### src/rtl/ddfs_pkg.sv
// ---------------------------------------------------------------------------
// ddfs_pkg
// Shared definitions for the DDFS datapath and its frequency-sweep controller.
//   FCW_W         : frequency control word width (matches the DDFS fcontrol)
//   DWELL_W       : default dwell counter width for the sweep controller
//   sweep_state_t : sweep controller FSM states
// ---------------------------------------------------------------------------
package ddfs_pkg;

    localparam int FCW_W   = 23;
    localparam int DWELL_W = 16;

    typedef enum logic {
        S_IDLE  = 1'b0,
        S_DWELL = 1'b1
    } sweep_state_t;

endpackage : ddfs_pkg

### src/rtl/fsweep_ctrl_if.sv
// ---------------------------------------------------------------------------
// fsweep_ctrl_if
// Control/status bundle between a host (or test sequencer) and fsweep_ctrl.
//   start, stop               : command pulses from the host
//   f_start, f_stop, f_step   : sweep configuration words
//   dwell, mode               : hold time per word, one-shot/continuous select
//   fcontrol                  : frequency word towards the DDFS
//   busy, done, step_strobe   : status back to the host
// Modports: master = host side, slave = sweep controller side.
// ---------------------------------------------------------------------------
interface fsweep_ctrl_if #(
    parameter int FCW_W   = ddfs_pkg::FCW_W,
    parameter int DWELL_W = ddfs_pkg::DWELL_W
);

    logic               start;
    logic               stop;
    logic [FCW_W-1:0]   f_start;
    logic [FCW_W-1:0]   f_stop;
    logic [FCW_W-1:0]   f_step;
    logic [DWELL_W-1:0] dwell;
    logic               mode;
    logic [FCW_W-1:0]   fcontrol;
    logic               busy;
    logic               done;
    logic               step_strobe;

    modport master (
        output start, stop, f_start, f_stop, f_step, dwell, mode,
        input  fcontrol, busy, done, step_strobe
    );

    modport slave (
        input  start, stop, f_start, f_stop, f_step, dwell, mode,
        output fcontrol, busy, done, step_strobe
    );

endinterface : fsweep_ctrl_if

### src/rtl/fsweep_ctrl_dwell_timer.sv
// ---------------------------------------------------------------------------
// fsweep_ctrl_dwell_timer
// Dwell counter for the sweep controller. Counts 0..limit and flags the last
// cycle of each dwell period with a registered expiry bit.
//   clk, rst  : clock, synchronous active-high reset
//   i_clear   : force counter to 0 and drop expiry (idle / abort)
//   i_load    : start a fresh dwell period at count 0
//   i_en      : advance the counter (sweep active)
//   i_limit   : dwell limit that applies from the next cycle on
//   o_expire  : high during the last cycle of the dwell period
// ---------------------------------------------------------------------------
module fsweep_ctrl_dwell_timer #(
    parameter int DWELL_W = ddfs_pkg::DWELL_W
) (
    input  logic               clk,
    input  logic               rst,
    input  logic               i_clear,
    input  logic               i_load,
    input  logic               i_en,
    input  logic [DWELL_W-1:0] i_limit,
    output logic               o_expire
);

    logic [DWELL_W-1:0] r_cnt;
    logic               r_expire;
    logic [DWELL_W-1:0] w_cnt_inc;

    assign w_cnt_inc = r_cnt + DWELL_W'(1);

    // The expiry flag is computed one cycle ahead from the counter's next
    // value, so it is a flop output yet lines up with count == limit.
    // NOTE: sequential state uses non-blocking assignments so every flop
    // samples the pre-edge values, independent of statement order.
    always_ff @(posedge clk) begin
        if (rst) begin
            r_cnt    <= '0;
            r_expire <= 1'b0;
        end else if (i_clear) begin
            r_cnt    <= '0;
            r_expire <= 1'b0;
        end else if (i_load) begin
            r_cnt    <= '0;
            r_expire <= (i_limit == '0);
        end else if (i_en) begin
            if (r_expire) begin
                r_cnt    <= '0;
                r_expire <= (i_limit == '0);
            end else begin
                r_cnt    <= w_cnt_inc;
                r_expire <= (w_cnt_inc == i_limit);
            end
        end
    end

    assign o_expire = r_expire;

endmodule : fsweep_ctrl_dwell_timer

### src/rtl/fsweep_ctrl.sv
// ---------------------------------------------------------------------------
// fsweep_ctrl
// Linear frequency-sweep controller feeding the DDFS frequency control word.
// Steps fcontrol from f_start to f_stop (inclusive, clamped) by f_step, each
// word held for dwell+1 cycles; one-shot or continuous, abortable by stop.
//   clk  : system clock
//   rst  : synchronous active-high reset
//   bus  : fsweep_ctrl_if.slave (commands, config, fcontrol and status)
// All outputs are registered.
// ---------------------------------------------------------------------------
module fsweep_ctrl #(
    parameter int FCW_W   = ddfs_pkg::FCW_W,
    parameter int DWELL_W = ddfs_pkg::DWELL_W
) (
    input  logic         clk,
    input  logic         rst,
    fsweep_ctrl_if.slave bus
);

    import ddfs_pkg::*;

    sweep_state_t       r_state;
    logic [FCW_W-1:0]   r_fcontrol;
    logic [FCW_W-1:0]   r_f_start_lat;
    logic [FCW_W-1:0]   r_f_stop_lat;
    logic [FCW_W-1:0]   r_f_step_lat;
    logic [DWELL_W-1:0] r_dwell_lat;
    logic               r_mode_lat;
    logic               r_busy;
    logic               r_done;
    logic               r_step_strobe;

    logic               w_accept;
    logic               w_abort;
    logic               w_expire;
    logic [DWELL_W-1:0] w_limit;
    logic [FCW_W:0]     w_sum;
    logic               w_at_end;
    logic [FCW_W-1:0]   w_next_word;

    // stop outranks start, so a simultaneous pair in IDLE does nothing.
    assign w_accept = (r_state == S_IDLE)  && bus.start && !bus.stop;
    assign w_abort  = (r_state == S_DWELL) && bus.stop;

    // On the accepting edge the latched dwell is not yet valid, so the timer
    // is handed the incoming value directly.
    assign w_limit  = w_accept ? bus.dwell : r_dwell_lat;

    // One extra bit keeps the carry-out, so an overflowing step clamps to
    // f_stop instead of wrapping to a small word.
    assign w_sum       = {1'b0, r_fcontrol} + {1'b0, r_f_step_lat};
    assign w_at_end    = (r_fcontrol >= r_f_stop_lat);
    assign w_next_word = (w_sum >= {1'b0, r_f_stop_lat}) ? r_f_stop_lat
                                                         : w_sum[FCW_W-1:0];

    fsweep_ctrl_dwell_timer #(
        .DWELL_W (DWELL_W)
    ) u_dwell_timer (
        .clk      (clk),
        .rst      (rst),
        .i_clear  (((r_state == S_IDLE) && !w_accept) || w_abort),
        .i_load   (w_accept),
        .i_en     (r_state == S_DWELL),
        .i_limit  (w_limit),
        .o_expire (w_expire)
    );

    always_ff @(posedge clk) begin
        if (rst) begin
            r_state       <= S_IDLE;
            r_fcontrol    <= '0;
            r_f_start_lat <= '0;
            r_f_stop_lat  <= '0;
            r_f_step_lat  <= '0;
            r_dwell_lat   <= '0;
            r_mode_lat    <= 1'b0;
            r_busy        <= 1'b0;
            r_done        <= 1'b0;
            r_step_strobe <= 1'b0;
        end else begin
            // Strobes are single-cycle pulses unless re-asserted below.
            r_done        <= 1'b0;
            r_step_strobe <= 1'b0;

            unique case (r_state)
                S_IDLE: begin
                    if (w_accept) begin
                        r_f_start_lat <= bus.f_start;
                        r_f_stop_lat  <= bus.f_stop;
                        r_f_step_lat  <= bus.f_step;
                        r_dwell_lat   <= bus.dwell;
                        r_mode_lat    <= bus.mode;
                        r_fcontrol    <= bus.f_start;
                        r_busy        <= 1'b1;
                        r_state       <= S_DWELL;
                    end
                end

                S_DWELL: begin
                    if (bus.stop) begin
                        // Abort: freeze the word, no completion pulse.
                        r_busy  <= 1'b0;
                        r_state <= S_IDLE;
                    end else if (w_expire) begin
                        if (w_at_end) begin
                            if (r_mode_lat) begin
                                r_fcontrol    <= r_f_start_lat;
                                r_step_strobe <= 1'b1;
                            end else begin
                                r_busy  <= 1'b0;
                                r_done  <= 1'b1;
                                r_state <= S_IDLE;
                            end
                        end else begin
                            r_fcontrol    <= w_next_word;
                            r_step_strobe <= 1'b1;
                        end
                    end
                end

                default: r_state <= S_IDLE;
            endcase
        end
    end

    assign bus.fcontrol    = r_fcontrol;
    assign bus.busy        = r_busy;
    assign bus.done        = r_done;
    assign bus.step_strobe = r_step_strobe;

endmodule : fsweep_ctrl

### src/flat_wrapper.sv
// flat-port wrapper written by rule: the top's interface ports become plain ports
module fsweep_ctrl_flat import ddfs_pkg::*;
#(
    parameter int FCW_W   = ddfs_pkg::FCW_W,
    parameter int DWELL_W = ddfs_pkg::DWELL_W
)
  (clk, rst, bus_start, bus_stop, bus_f_start, bus_f_stop, bus_f_step, bus_dwell, bus_mode, bus_fcontrol, bus_busy, bus_done, bus_step_strobe);
  fsweep_ctrl_if #(.FCW_W(FCW_W), .DWELL_W(DWELL_W)) bus_i ();
  input  logic clk;
  input  logic rst;
  input wire logic [$bits(bus_i.start)-1:0] bus_start;
  input wire logic [$bits(bus_i.stop)-1:0] bus_stop;
  input wire logic [$bits(bus_i.f_start)-1:0] bus_f_start;
  input wire logic [$bits(bus_i.f_stop)-1:0] bus_f_stop;
  input wire logic [$bits(bus_i.f_step)-1:0] bus_f_step;
  input wire logic [$bits(bus_i.dwell)-1:0] bus_dwell;
  input wire logic [$bits(bus_i.mode)-1:0] bus_mode;
  output wire logic [$bits(bus_i.fcontrol)-1:0] bus_fcontrol;
  output wire logic [$bits(bus_i.busy)-1:0] bus_busy;
  output wire logic [$bits(bus_i.done)-1:0] bus_done;
  output wire logic [$bits(bus_i.step_strobe)-1:0] bus_step_strobe;
  assign bus_i.start = bus_start;
  assign bus_i.stop = bus_stop;
  assign bus_i.f_start = bus_f_start;
  assign bus_i.f_stop = bus_f_stop;
  assign bus_i.f_step = bus_f_step;
  assign bus_i.dwell = bus_dwell;
  assign bus_i.mode = bus_mode;
  assign bus_fcontrol = bus_i.fcontrol;
  assign bus_busy = bus_i.busy;
  assign bus_done = bus_i.done;
  assign bus_step_strobe = bus_i.step_strobe;
  fsweep_ctrl #(.FCW_W(FCW_W), .DWELL_W(DWELL_W)) u_core (.clk(clk), .rst(rst), .bus(bus_i));
endmodule
### config.mk
export PLATFORM = sky130hd
export DESIGN_NAME = fsweep_ctrl_flat
export DESIGN_NICKNAME = d
export VERILOG_FILES = /design/src/rtl/ddfs_pkg.sv /design/src/rtl/fsweep_ctrl_if.sv /design/src/rtl/fsweep_ctrl_dwell_timer.sv /design/src/rtl/fsweep_ctrl.sv /design/src/flat_wrapper.sv
export SDC_FILE = /design/constraint.sdc
export NUM_CORES = 1
export LEC_CHECK = 0
export CAP_MARGIN = 10
export CORE_AREA = 2 2 150 152
export CTS_BUF_LIST = sky130_fd_sc_hd__clkbuf_16
export DETAILED_ROUTE_END_ITERATION = 8
export DIE_AREA = 0 0 152 154
export PLACE_DENSITY = 0.63
export SLEW_MARGIN = 30
export SYNTH_ARGS = -nofsm -noshare
export SYNTH_HDL_FRONTEND = slang
export SYNTH_SLANG_ARGS = --single-unit
export TNS_END_PERCENT = 10
### constraint.sdc
create_clock -name clk -period 4.3 [get_ports clk]
set_input_delay 0.43 -clock clk [delete_from_list [all_inputs] [get_ports clk]]
set_output_delay 0.43 -clock clk [all_outputs]
set_load 0.05 [all_outputs]
==> summary.md <==
| Metric | Value |
|---|---|
| # setup viols final | `21` |
| Min-delay worst type | `input pin to flop` |
| Layout Area Growth over Synthesis | `37.6%` |
| Grt total ovfl | `0` |
| Commonest non-fill, non-tap cell in the layout | `nand2_1` |
| Final Skew | `between 10 and 15 ps` |
| CP Launch Type | `flop` |
| GRT Resource Usage Total | `19.1%` |
| Sequential share of the synthesized area | `around a third` |
| Clk_lat worst skew | `about 430 ps` |
| Pre-antenna DRT Iters | `6` |
| Crit Path Max Fanout | `9` |
| Area of the die | `roughly 23000 µm²` |
| Worst Min Path Start | `rst` |
| Post-Synth Simple-Gate Area | `between 10% and 20%` |
| RSZ-0062 raised after global routing | `yes` |
| Total power | `roughly 3700 µW` |
| Cell area after layout | `10400 µm²` |
| Outcome | `finished, violations left` |
| Max-cap viol count | `0` |
| Reg-to-reg setup timing slack | `-200 ps` |
| Num Clock Sinks | `130` |
| Reg-to-reg startpoint | `u_core.r_f_step_lat[9]$_SDFFE_PP0P_` |
| Drt initial violations | `roughly 500` |
| Post-CTS Hold Fix Bufs | `0` |
| Vias in the first global route | `7025` |
| Final WS setup | `-199 ps` |
| Syn Std Cell Area | `between 7000 and 8000 µm²` |
| Slew HR | `a little over two fifths` |
| Antenna Nets Post-Route | `0` |
| CTS tree | `built` |
| Fmax | `approximately 220 MHz` |
| Synth top area cells | `dfxtp_1, ha_1, nand2_1, a21oi_1, nor2_1` |
| Post-synth cell types | `62` |
| Starting Density | `34.9%` |
| DP HPWL | `16.4 mm` |
| Vias | `7112` |
| XOR/XNOR Fraction of Synth Area | `about 5.7%` |
| WL per Instance | `~16 µm` |
| Routed WL | `between 20 and 25 mm` |
| H-tree depth | `4` |
| Initial antenna violation count | `0` |
| Post-route DRC | `0` |
| Largest net degree at the start of global routing | `about 110` |
| Share of layout cells above drive strength 1 | `17.3%` |
| Avg Vias per Cell | `just over 5` |
| I/O Pins | `between 100 and 150` |
| Period utilization | `105%` |
| Root cell of the clock tree | `clkbuf_16` |
| Crit path kind | `flop to flop` |
| Compound-Gate Fraction of Synth Area | `19.3%` |
| Post-Synth Adder-Cell Area | `between 10% and 20%` |
| Most frequent cells in the layout | `nand2_1, dfxtp_1, clkdlybuf4s50_1` |
| CP Launch Point | `u_core.r_f_step_lat[9]$_SDFFE_PP0P_` |
| Synth top area share | `34.4%` |
| Width of the die | `between 150 and 200 µm` |
| Fin. Hold Viols | `0` |
| Cell taking the most area after synthesis | `dfxtp_1` |
| Nets | `~1200` |
| Std-Cell Rows | `54` |
| Cell Area, Placed | `approximately 9500 µm²` |
| CP Data Arrival Time | `between 4000 and 5000 ps` |
| CP Capture Type | `flop` |
| P_leak | `0.00414 µW` |
| Top_reg_cell synth | `dfxtp_1` |
| Largest family of logic cells by synthesized area | `compound AO/OA/AOI/OAI gates` |
| Antenna cells | `0` |
| Fin. max-slew vios | `0` |
| Maximum buffer depth of the clock tree | `2` |
| Clock-pin transition on the worst setup and hold timing paths | `50 ps` |
| Yosys warns | `0` |
| Core area | `roughly 22000 µm²` |
| Async SR Flop Fraction | `0%` |
| Gate Count Post-Synth | `between 900 and 1000` |
| PD cells | `about 350 nW/µm²` |
| #FFs+latches synth | `130` |
| Worst-Margin Slew | `around 870 ps` |
| Violated checks | `setup timing` |
| Minimum clock period | `about 4500 ps` |
| Port-buffer cells | `between 100 and 150` |
| Number of flops mapped to enable cells by yosys | `0` |
| Mux contribution to synthesized area | `5.23%` |
| First-pass GRT wire length | `35.9 mm` |
| Worst VDD drop | `about 0.26 mV` |
| TritonCTS Buffers | `17` |
| Final Wtd Congestion | `just under 0.9` |
| Die Height | `approximately 150 µm` |
| Post-Syn Nets | `around 1100` |
| CP required | `~4600 ps` |
| Avg Cell Area, Syn | `8.33 µm²` |
routing by layer:
metal	up-vias	global-route usage (%)	wire length (µm)
met1	3285	23.8	10200
li1	3585	-	-
met5	-	0	0
met4	0	7.48	584
met2	198	32.3	10600
met3	44	3.89	1270
state kept, by name, indices dropped and copies added, names as in the netlist:
| signal | flops |
|---|---|
| u_core.r_f_stop_lat | 23 |
| u_core.bus.busy | 1 |
| u_core.bus.fcontrol | 23 |
| u_core.r_dwell_lat | 16 |
| u_core.bus.done | 1 |
| u_core.u_dwell_timer.r_cnt | 16 |
| u_core.r_f_start_lat | 23 |
| u_core.r_state | 1 |
| u_core.bus.step_strobe | 1 |
| u_core.r_mode_lat | 1 |
| u_core.r_f_step_lat | 23 |
| u_core.u_dwell_timer.o_expire | 1 |
worst paths after layout:
path,to,cells past startpoint
min,u_core.r_dwell_lat[2]$_SDFFE_PP0N_,2
min reg2reg,u_core.r_f_start_lat[1]$_SDFFE_PP0P_,2
max,u_core.bus.fcontrol[7]$_SDFFE_PP0P_,19
max reg2reg,u_core.bus.fcontrol[7]$_SDFFE_PP0P_,19
Yosys cell counts (9+ instances only):
cell type and n:
nand2_1 173, nand3_1 17, inv_1 40, mux2i_1 14, a21o_1 12, nor3_1 11, xnor2_1 27, a211oi_1 25
mux2_4 11, clkbuf_1 36, ha_1 70, xor2_1 22, dfxtp_1 130, and2_1 9, a21oi_1 101, o21ai_0 13
a222oi_1 16, nor2_1 69, nand4_1 13
kinds of logic after synthesis:
family / after synthesis
AOI/OAI and AO/OA: 215
xor gates and xnor gates: 49
adders and majority gates: 71
buffers and inverters: 85
DFF: 130
muxes: 33
and+or+nand+nor: 324
critical path, stage by stage, from the launching register on:
cell and delay, ps:
dfxtp_1 400, ha_4 240, and2_1 160, a221o_1 350, nor2b_1 170, o31ai_2 280
a21oi_2 110, buf_4 140, a311o_1 350, ha_4 240, a211oi_2 170, o31ai_1 100
a221oi_2 180, a21bo_2 270, a31oi_4 160, o21ai_4 110, buf_12 170, mux2_2 270
a222oi_1 320, a211oi_1 130
cell type report:
class | instances | area, µm²
Fill cell | 2076 | 11300
Clock inverter | 12 | 103
Sequential cell | 130 | 2630
Timing Repair Buffer | 203 | 1840
Multi-Input combinational cell | 692 | 4900
Inverter | 41 | 154
Tap cell | 280 | 350
Clock buffer | 17 | 425
what timing repair did:
| action | CTS | global route |
|---|---|---|
| pin swaps | 13 | 20 |
| gates cloned | 0 | 1 |
| setup endpoints to repair | 23 | 23 |
| buffers inserted | 5 | 4 |
| resized for setup | 30 | 15 |
where the power goes:
| part | switching [µW] | total, µW | internal, µW | leakage (µW) |
|---|---|---|---|---|
| logic | 518 | 1010 | 496 | 0.00280 |
| clock network | 515 | 1340 | 824 | 0.000270 |
| registers | 43.7 | 1300 | 1260 | 0.00107 |
| total | 1080 | 3660 | 2580 | 0.00414 |
stage by stage:
stage,hold WS (ps),instances,TNS [ps],worst slack [ps],utilization [%]
finish,259,1375,-2820,-199,47.9
global route,267,1375,-7990,-416,47.9
CTS,247,1370,-2720,-231,47.3
detailed placement,448,1336,-8040,-450,43.9
global placement,443,1336,-5160,-310,43.9
floorplan,424,907,-1200,-112,-
Note: power is estimated with default switching activity, not from simulation.
